### src/rtl/wb_pkg.sv
// Shared constants and types for the register-file writeback arbiter.
// Default widths, the queued-entry bundle and pointer sizing.
package wb_pkg;

   localparam int WB_DWIDTH = 32;
   localparam int WB_AWIDTH = 5;
   localparam int WB_DEPTH  = 4;

   function automatic int ptr_w(input int depth);
      return (depth > 1) ? $clog2(depth) : 1;
   endfunction

   localparam int WB_PTR_W = ptr_w(WB_DEPTH);

   typedef struct packed {
      logic                 live;
      logic [WB_AWIDTH-1:0] wa;
      logic [WB_DWIDTH-1:0] wd;
   } wb_entry_t;

endpackage

### src/rtl/wb_arbiter_if.sv
// Writeback bus bundle: ALU source, long-latency source, RF write port,
// plus the pending mask and queue occupancy seen by the hazard unit.
interface wb_arbiter_if #(
   parameter int DWIDTH = wb_pkg::WB_DWIDTH,
   parameter int AWIDTH = wb_pkg::WB_AWIDTH,
   parameter int DEPTH  = wb_pkg::WB_DEPTH
);
   localparam int CW = wb_pkg::ptr_w(DEPTH) + 1;
   localparam int NR = 1 << AWIDTH;

   logic              alu_we;
   logic [AWIDTH-1:0] alu_wa;
   logic [DWIDTH-1:0] alu_wd;
   logic              ext_valid;
   logic              ext_ready;
   logic [AWIDTH-1:0] ext_wa;
   logic [DWIDTH-1:0] ext_wd;
   logic              we;
   logic [AWIDTH-1:0] wa;
   logic [DWIDTH-1:0] wd;
   logic [NR-1:0]     pend_mask;
   logic [CW-1:0]     fifo_cnt;

   modport master (
      output alu_we, alu_wa, alu_wd,
      output ext_valid, ext_wa, ext_wd,
      input  ext_ready, we, wa, wd, pend_mask, fifo_cnt
   );

   modport slave (
      input  alu_we, alu_wa, alu_wd,
      input  ext_valid, ext_wa, ext_wd,
      output ext_ready, we, wa, wd, pend_mask, fifo_cnt
   );

endinterface

### src/rtl/wb_fifo.sv
// Queue of long-latency register writes with per-entry live bits.
// An ALU write to the same register clears live on older entries.
module wb_fifo
   import wb_pkg::*;
#(
   parameter int DWIDTH = WB_DWIDTH,
   parameter int AWIDTH = WB_AWIDTH,
   parameter int DEPTH  = WB_DEPTH,
   localparam int PW    = ptr_w(DEPTH),
   localparam int CW    = PW + 1
) (
   input  logic                          clk,
   input  logic                          rst,
   input  logic                          push,
   input  logic [AWIDTH-1:0]             push_wa,
   input  logic [DWIDTH-1:0]             push_wd,
   input  logic                          pop,
   input  logic                          kill,
   input  logic [AWIDTH-1:0]             kill_wa,
   output logic                          head_live,
   output logic [AWIDTH-1:0]             head_wa,
   output logic [DWIDTH-1:0]             head_wd,
   output logic [DEPTH-1:0]              live_vec,
   output logic [DEPTH-1:0][AWIDTH-1:0]  wa_vec,
   output logic [CW-1:0]                 cnt
);

   logic [PW-1:0]                rd_q;
   logic [PW-1:0]                wr_q;
   logic [CW-1:0]                cnt_q;
   logic [DEPTH-1:0]             live_q;
   logic [DEPTH-1:0][AWIDTH-1:0] wa_q;
   logic [DWIDTH-1:0]            wd_q [DEPTH];

   // Pointers, count and live bits; push overrides kill on its own slot.
   always_ff @(posedge clk or negedge rst) begin
      if (!rst) begin
         rd_q   <= '0;
         wr_q   <= '0;
         cnt_q  <= '0;
         live_q <= '0;
      end else begin
         for (int i = 0; i < DEPTH; i++) begin
            if (kill && (wa_q[i] == kill_wa)) begin
               live_q[i] <= 1'b0;
            end
         end
         if (pop) begin
            live_q[rd_q] <= 1'b0;
            rd_q         <= rd_q + PW'(1);
         end
         if (push) begin
            live_q[wr_q] <= (push_wa != '0);
            wr_q         <= wr_q + PW'(1);
         end
         case ({push, pop})
            2'b10:   cnt_q <= cnt_q + CW'(1);
            2'b01:   cnt_q <= cnt_q - CW'(1);
            default: cnt_q <= cnt_q;
         endcase
      end
   end

   // Entry payload; no reset needed since live gates every use.
   always_ff @(posedge clk) begin
      if (push) begin
         wa_q[wr_q] <= push_wa;
         wd_q[wr_q] <= push_wd;
      end
   end

   assign head_live = (cnt_q != '0) && live_q[rd_q];
   assign head_wa   = wa_q[rd_q];
   assign head_wd   = wd_q[rd_q];
   assign live_vec  = live_q;
   assign wa_vec    = wa_q;
   assign cnt       = cnt_q;

endmodule

### src/rtl/wb_arbiter.sv
// Register-file write-port arbiter: ALU first, then queued long-latency
// writes. Optional same-cycle bypass of an empty queue: WB_BYPASS_EN.
module wb_arbiter
   import wb_pkg::*;
#(
   parameter int DWIDTH = WB_DWIDTH,
   parameter int AWIDTH = WB_AWIDTH,
   parameter int DEPTH  = WB_DEPTH,
   localparam int CW    = ptr_w(DEPTH) + 1,
   localparam int NR    = 1 << AWIDTH
) (
   input  logic         clk,
   input  logic         rst,
   wb_arbiter_if.slave  bus
);

   logic                         alu_hit;
   logic                         byp;
   logic                         push;
   logic                         pop;
   logic                         empty;
   logic                         head_live;
   logic [AWIDTH-1:0]            head_wa;
   logic [DWIDTH-1:0]            head_wd;
   logic [DEPTH-1:0]             live_vec;
   logic [DEPTH-1:0][AWIDTH-1:0] wa_vec;
   logic [CW-1:0]                cnt;
   logic [NR-1:0]                pend;

   assign alu_hit = bus.alu_we && (bus.alu_wa != '0);
   assign empty   = (cnt == '0);

`ifdef WB_BYPASS_EN
   assign byp = empty && !alu_hit && bus.ext_valid && (bus.ext_wa != '0);
`else
   assign byp = 1'b0;
`endif

   assign bus.ext_ready = (cnt != CW'(DEPTH));
   assign push          = bus.ext_valid && bus.ext_ready && !byp;
   assign pop           = !empty && !alu_hit;

   wb_fifo #(
      .DWIDTH (DWIDTH),
      .AWIDTH (AWIDTH),
      .DEPTH  (DEPTH)
   ) u_fifo (
      .clk       (clk),
      .rst       (rst),
      .push      (push),
      .push_wa   (bus.ext_wa),
      .push_wd   (bus.ext_wd),
      .pop       (pop),
      .kill      (alu_hit),
      .kill_wa   (bus.alu_wa),
      .head_live (head_live),
      .head_wa   (head_wa),
      .head_wd   (head_wd),
      .live_vec  (live_vec),
      .wa_vec    (wa_vec),
      .cnt       (cnt)
   );

   // Write-port select; held idle while reset is asserted.
   always_comb begin
      bus.we = 1'b0;
      bus.wa = '0;
      bus.wd = '0;
      if (!rst) begin
         bus.we = 1'b0;
      end else if (alu_hit) begin
         bus.we = 1'b1;
         bus.wa = bus.alu_wa;
         bus.wd = bus.alu_wd;
      end else if (head_live) begin
         bus.we = 1'b1;
         bus.wa = head_wa;
         bus.wd = head_wd;
      end else if (byp) begin
         bus.we = 1'b1;
         bus.wa = bus.ext_wa;
         bus.wd = bus.ext_wd;
      end
   end

   // One-hot OR of every live queued destination.
   always_comb begin
      pend = '0;
      for (int i = 0; i < DEPTH; i++) begin
         if (live_vec[i]) begin
            pend[wa_vec[i]] = 1'b1;
         end
      end
   end

   assign bus.pend_mask = pend;
   assign bus.fifo_cnt  = cnt;

endmodule

### src/flat_wrapper.sv
// flat-port wrapper written by rule: the top's interface ports become plain ports
module wb_arbiter_flat import wb_pkg::*;
#(
   parameter int DWIDTH = WB_DWIDTH,
   parameter int AWIDTH = WB_AWIDTH,
   parameter int DEPTH  = WB_DEPTH,
   localparam int CW    = ptr_w(DEPTH) + 1,
   localparam int NR    = 1 << AWIDTH
)
  (clk, rst, bus_alu_we, bus_alu_wa, bus_alu_wd, bus_ext_valid, bus_ext_wa, bus_ext_wd, bus_ext_ready, bus_we, bus_wa, bus_wd, bus_pend_mask, bus_fifo_cnt);
  wb_arbiter_if #(.DWIDTH(DWIDTH), .AWIDTH(AWIDTH), .DEPTH(DEPTH)) bus_i ();
  input  logic clk;
  input  logic rst;
  input wire logic [$bits(bus_i.alu_we)-1:0] bus_alu_we;
  input wire logic [$bits(bus_i.alu_wa)-1:0] bus_alu_wa;
  input wire logic [$bits(bus_i.alu_wd)-1:0] bus_alu_wd;
  input wire logic [$bits(bus_i.ext_valid)-1:0] bus_ext_valid;
  input wire logic [$bits(bus_i.ext_wa)-1:0] bus_ext_wa;
  input wire logic [$bits(bus_i.ext_wd)-1:0] bus_ext_wd;
  output wire logic [$bits(bus_i.ext_ready)-1:0] bus_ext_ready;
  output wire logic [$bits(bus_i.we)-1:0] bus_we;
  output wire logic [$bits(bus_i.wa)-1:0] bus_wa;
  output wire logic [$bits(bus_i.wd)-1:0] bus_wd;
  output wire logic [$bits(bus_i.pend_mask)-1:0] bus_pend_mask;
  output wire logic [$bits(bus_i.fifo_cnt)-1:0] bus_fifo_cnt;
  assign bus_i.alu_we = bus_alu_we;
  assign bus_i.alu_wa = bus_alu_wa;
  assign bus_i.alu_wd = bus_alu_wd;
  assign bus_i.ext_valid = bus_ext_valid;
  assign bus_i.ext_wa = bus_ext_wa;
  assign bus_i.ext_wd = bus_ext_wd;
  assign bus_ext_ready = bus_i.ext_ready;
  assign bus_we = bus_i.we;
  assign bus_wa = bus_i.wa;
  assign bus_wd = bus_i.wd;
  assign bus_pend_mask = bus_i.pend_mask;
  assign bus_fifo_cnt = bus_i.fifo_cnt;
  wb_arbiter #(.DWIDTH(DWIDTH), .AWIDTH(AWIDTH), .DEPTH(DEPTH)) u_core (.clk(clk), .rst(rst), .bus(bus_i));
endmodule
### config.mk
export PLATFORM = sky130hd
export DESIGN_NAME = wb_arbiter_flat
export DESIGN_NICKNAME = d
export VERILOG_FILES = /design/src/rtl/wb_pkg.sv /design/src/rtl/wb_arbiter_if.sv /design/src/rtl/wb_fifo.sv /design/src/rtl/wb_arbiter.sv /design/src/flat_wrapper.sv
export SDC_FILE = /design/constraint.sdc
export NUM_CORES = 1
export LEC_CHECK = 0
export BUFFER_PORTS_ARGS = -buffer_cell sky130_fd_sc_hd__buf_4
export CAP_MARGIN = 20
export CORE_MARGIN = 2
export CORE_UTILIZATION = 56
export CTS_BUF_LIST = sky130_fd_sc_hd__clkbuf_16
export CTS_CLUSTER_SIZE = 14
export DETAILED_ROUTE_END_ITERATION = 8
export HOLD_SLACK_MARGIN = 0.03
export PLACE_DENSITY = 0.9
export SLEW_MARGIN = 20
export SYNTH_ARGS = -nofsm -noshare
export SYNTH_HDL_FRONTEND = slang
export SYNTH_SLANG_ARGS = --single-unit
### constraint.sdc
create_clock -name clk -period 2.9 [get_ports clk]
set_input_delay 0.29 -clock clk [delete_from_list [all_inputs] [get_ports clk]]
set_output_delay 0.29 -clock clk [all_outputs]
set_load 0.02 [all_outputs]
==> impl_metrics.prom <==
# TYPE chip_impl_metric gauge
chip_impl_metric{name="highest_clock_frequency_the_design_can_meet",unit="MHz"} 377
chip_impl_metric{name="detail_route.drc_violations",unit=""} 0
chip_impl_metric{name="cts_buffers",unit=""} 17
chip_impl_info{name="synth-main-ff-cell",value="edfxtp_1"} 1
chip_impl_metric{name="route.detailed.vias_per_inst",unit=""} 6.51
chip_impl_metric{name="fp.dieH",unit="um"} 123
chip_impl_metric{name="first_global_vias",unit=""} 6030
chip_impl_metric{name="clock_latency",unit="ns"} 0.43
chip_impl_metric{name="wl_per_cell",unit="um"} 24.6
chip_impl_metric{name="buffer_levels_on_the_longest_clock_path",unit=""} 2
chip_impl_metric{name="yosysSeqAreaShare",unit="%"} 59.7
chip_impl_metric{name="max_slew.worst_pin.slew",unit="ns"} 0.818
chip_impl_metric{name="vias",unit=""} 6012
chip_impl_metric{name="netlist_instances",unit=""} 587
chip_impl_metric{name="nNetsFinal",unit=""} 820
chip_impl_metric{name="crit_required",unit="ns"} 2.61
chip_impl_metric{name="synth.avg_cell_area",unit="um2"} 13.5
chip_impl_metric{name="drive_above_1_share",unit="%"} 35.1
chip_impl_metric{name="die-area",unit="um2"} 15100
chip_impl_metric{name="power.density",unit="nW/um2"} 895
chip_impl_metric{name="antenna_found_initial",unit=""} 0
chip_impl_metric{name="first_pass_grt_wire_length",unit="um"} 34100
chip_impl_metric{name="fin_setup_tns",unit="ns"} 0
chip_impl_metric{name="grt_util_all_layers",unit="%"} 31.1
chip_impl_metric{name="num_io_pins",unit=""} 152
chip_impl_metric{name="placementRows",unit=""} 43
chip_impl_metric{name="cts_hold_buffers",unit=""} 1
chip_impl_metric{name="clkSlewWorstSetupHoldPaths",unit="ns"} 0.07
chip_impl_metric{name="gpl.final_weighted_congestion",unit=""} 1.00
chip_impl_info{name="cp-end-kind",value="output port"} 1
chip_impl_metric{name="setup.reg_to_reg.worst_slack",unit="ns"} 0.62
chip_impl_metric{name="max_cap_viol_count",unit=""} 0
chip_impl_metric{name="drt_first_pass_iters",unit=""} 6
chip_impl_metric{name="leakage_dissipation",unit="uW"} 0.00369
chip_impl_metric{name="postLayoutCellArea",unit="um2"} 9810
chip_impl_metric{name="drv_slew",unit=""} 0
chip_impl_metric{name="dpl_cell_area",unit="um2"} 9200
chip_impl_metric{name="synthesis.area",unit="um2"} 7910
chip_impl_metric{name="critPathArrivalTime",unit="ns"} 2.36
chip_impl_metric{name="fin_crit_sh",unit="%"} 91.4
chip_impl_metric{name="post_cts.resized_instances",unit=""} 0
chip_impl_metric{name="finalWorstPathRequiredPeriod",unit="ns"} 2.65
chip_impl_metric{name="ys_async_sr_fraction",unit="%"} 6.92
chip_impl_metric{name="floorplan.initialDensity",unit="%"} 57.2
chip_impl_metric{name="crit_path_max_fanout",unit=""} 23
chip_impl_metric{name="clock_sink_count",unit=""} 159
chip_impl_info{name="cts_tree",value="yes"} 1
chip_impl_metric{name="fin_total_pwr",unit="uW"} 8780
chip_impl_metric{name="io_buffers",unit=""} 151
chip_impl_metric{name="postSynthRegisterBits",unit=""} 159
chip_impl_metric{name="layout-area-overhead-vs-synth",unit="%"} 24.1
chip_impl_metric{name="yosys_warnings",unit=""} 0
chip_impl_metric{name="timing.final.setup_violations",unit=""} 0
chip_impl_info{name="outcome",value="completed"} 1
chip_impl_metric{name="clock-skew-final",unit="ns"} 0.0120
chip_impl_metric{name="synth.distinct_cells",unit=""} 46
chip_impl_metric{name="maxSlewHeadroom",unit="%"} 45.2
chip_impl_metric{name="finalHoldViolCount",unit=""} 0
chip_impl_metric{name="synth_nets",unit=""} 675
chip_impl_metric{name="fillCellCount",unit=""} 880
chip_impl_metric{name="die_width",unit="um"} 123
chip_impl_metric{name="dp_hpwl",unit="um"} 14400
chip_impl_metric{name="gr-total-overflow",unit=""} 0
chip_impl_metric{name="drtIter0Drc",unit=""} 720
chip_impl_metric{name="maximum_number_of_pins_on_one_net_before_global_route_repair",unit=""} 41
chip_impl_info{name="criticalPathCategory",value="reg2out"} 1
chip_impl_metric{name="total_routed_length",unit="um"} 22700
chip_impl_info{name="rsz0062_at_grt",value="no"} 1
chip_impl_metric{name="count_of_flip_flops_with_a_built_in_enable_after_synthesis",unit=""} 148
chip_impl_metric{name="final.hold.worst_slack",unit="ns"} 0.0625
chip_impl_metric{name="worst_vdd_drop",unit="uV"} 575
chip_impl_info{name="startpoint_types",value="register"} 1
chip_impl_info{name="cts_root_buf",value="clkbuf_16"} 1
chip_impl_metric{name="insertedDiodeCount",unit=""} 0
chip_impl_metric{name="postCtsSetupRepairBufs",unit=""} 0
chip_impl_metric{name="h-tree-depth",unit=""} 4
chip_impl_metric{name="core_area",unit="um2"} 13800
chip_impl_metric{name="final_ant_viol_nets",unit=""} 0
chip_impl_info{name="holdCritPathClass",value="in2reg"} 1
==> cell families (layout without fill, tap and decap cells) <==
logic type | after synthesis | after routing | share of synthesized area (%)
flip-flops | 159 | 159 | 59.7
adder cells (fa/ha/maj) | 10 | 10 | 1.68
AND/OR/NAND/NOR | 189 | 189 | 11.6
AO/OA/AOI/OAI | 111 | 111 | 10.0
buffers and inverters | 53 | 210 | 3.12
XOR/XNOR | 25 | 25 | 2.77
multiplexers | 40 | 40 | 11.1
==> critical path, cell delays in order (launching register included) <==
cell,delay (ns)
dfrtp_1,0.48
mux4_2,0.53
nor2b_1,0.18
o21ai_4,0.17
buf_4,0.30
a21oi_1,0.10
buf_4,0.18
==> layout make-up <==
type / instances / area [um2] / area share [%]
clock inverters: 14 / 175 / 1.79
inverters: 9 / 33.8 / 0.344
flip-flops and latches: 159 / 4720 / 48.1
well taps: 180 / 225 / 2.30
repair buffers: 170 / 1290 / 13.2
clock buffers: 17 / 425 / 4.34
multi-input cells: 375 / 2940 / 30.0
==> cell usage in the layout, fill, tap and decap left out, types with 12 or more instances in the layout <==
| cell type | count |
|---|---|
| mux4_2 | 38 |
| xnor2_1 | 12 |
| o221ai_1 | 16 |
| clkbuf_16 | 17 |
| xor2_1 | 13 |
| nor2_1 | 32 |
| a21oi_1 | 46 |
| o22ai_1 | 15 |
| buf_4 | 168 |
| nand2_1 | 90 |
| edfxtp_1 | 148 |
==> worst paths after layout <==
kind / cells past startpoint / startpoint / endpoint
max: 6 / u_core.u_fifo.live_vec[2]$_DFF_PN0_ / bus_wd[13]
min: 1 / bus_ext_wd[6] / u_core.u_fifo.wd_q[3][6]$_DFFE_PP_
max reg2reg: 5 / u_core.u_fifo.cnt[0]$_DFFE_PN0P_ / u_core.u_fifo.cnt[1]$_DFFE_PN0P_
min reg2reg: 1 / u_core.u_fifo.cnt[2]$_DFFE_PN0P_ / u_core.u_fifo.cnt[2]$_DFFE_PN0P_
max in group asynchronous: 2 / rst / u_core.u_fifo.rd_q[1]$_DFFE_PN0N_
min in group asynchronous: 2 / rst / u_core.u_fifo.rd_q[0]$_DFFE_PN0N_
==> routing by layer <==
layer	up-vias	GRT usage (%)	wire length, um
li1	2566	-	-
met1	2969	39.4	8630
met2	415	51.4	11400
met3	62	6.97	2020
met4	0	13.9	617
met5	-	0	0
==> flip-flops by register name, summed over array words and instances (netlist names) <==
signal	count
u_core.u_fifo.wd_q	128
u_core.u_fifo.wa_vec	20
u_core.u_fifo.live_vec	4
u_core.u_fifo.cnt	3
u_core.u_fifo.rd_q	2
u_core.u_fifo.wr_q	2
==> power breakdown <==
part / leakage, uW / internal [uW] / switching, uW
registers: 0.00148 / 3060 / 360
logic: 0.00191 / 1360 / 1730
clock network: 0.000293 / 1300 / 969
total: 0.00369 / 5720 / 3060
==> Yosys cell counts, types with 7 or more instances <==
cell type / count / area [um2]
edfxtp_1: 148 / 4440
nand2_1: 90 / 338
a21oi_1: 46 / 230
mux4_2: 38 / 856
nor2_1: 32 / 120
clkbuf_1: 30 / 113
o221ai_1: 16 / 140
o22ai_1: 15 / 93.8
xor2_1: 13 / 114
xnor2_1: 12 / 105
dfrtp_1: 11 / 275
nand3b_1: 11 / 82.6
a221o_1: 10 / 100
nand3_1: 10 / 50.1
ha_1: 9 / 113
or3b_2: 9 / 78.8
buf_2: 8 / 40.0
inv_1: 8 / 30.0
nor3_1: 7 / 35.0
nor3b_1: 7 / 52.6
==> metrics by stage <==
| step | instances | setup slack [ns] | utilization [%] |
|---|---|---|---|
| after floorplan | 587 | 0.545 | - |
| after global placement | 892 | 0.697 | 66.6 |
| after detailed placement | 892 | 0.628 | 66.6 |
| after CTS | 924 | 0.239 | 71.0 |
| after global routing | 924 | 0.180 | 71.0 |
| final | 924 | 0.248 | 71.0 |
No activity file was read; power rests on OpenSTA's default activity.
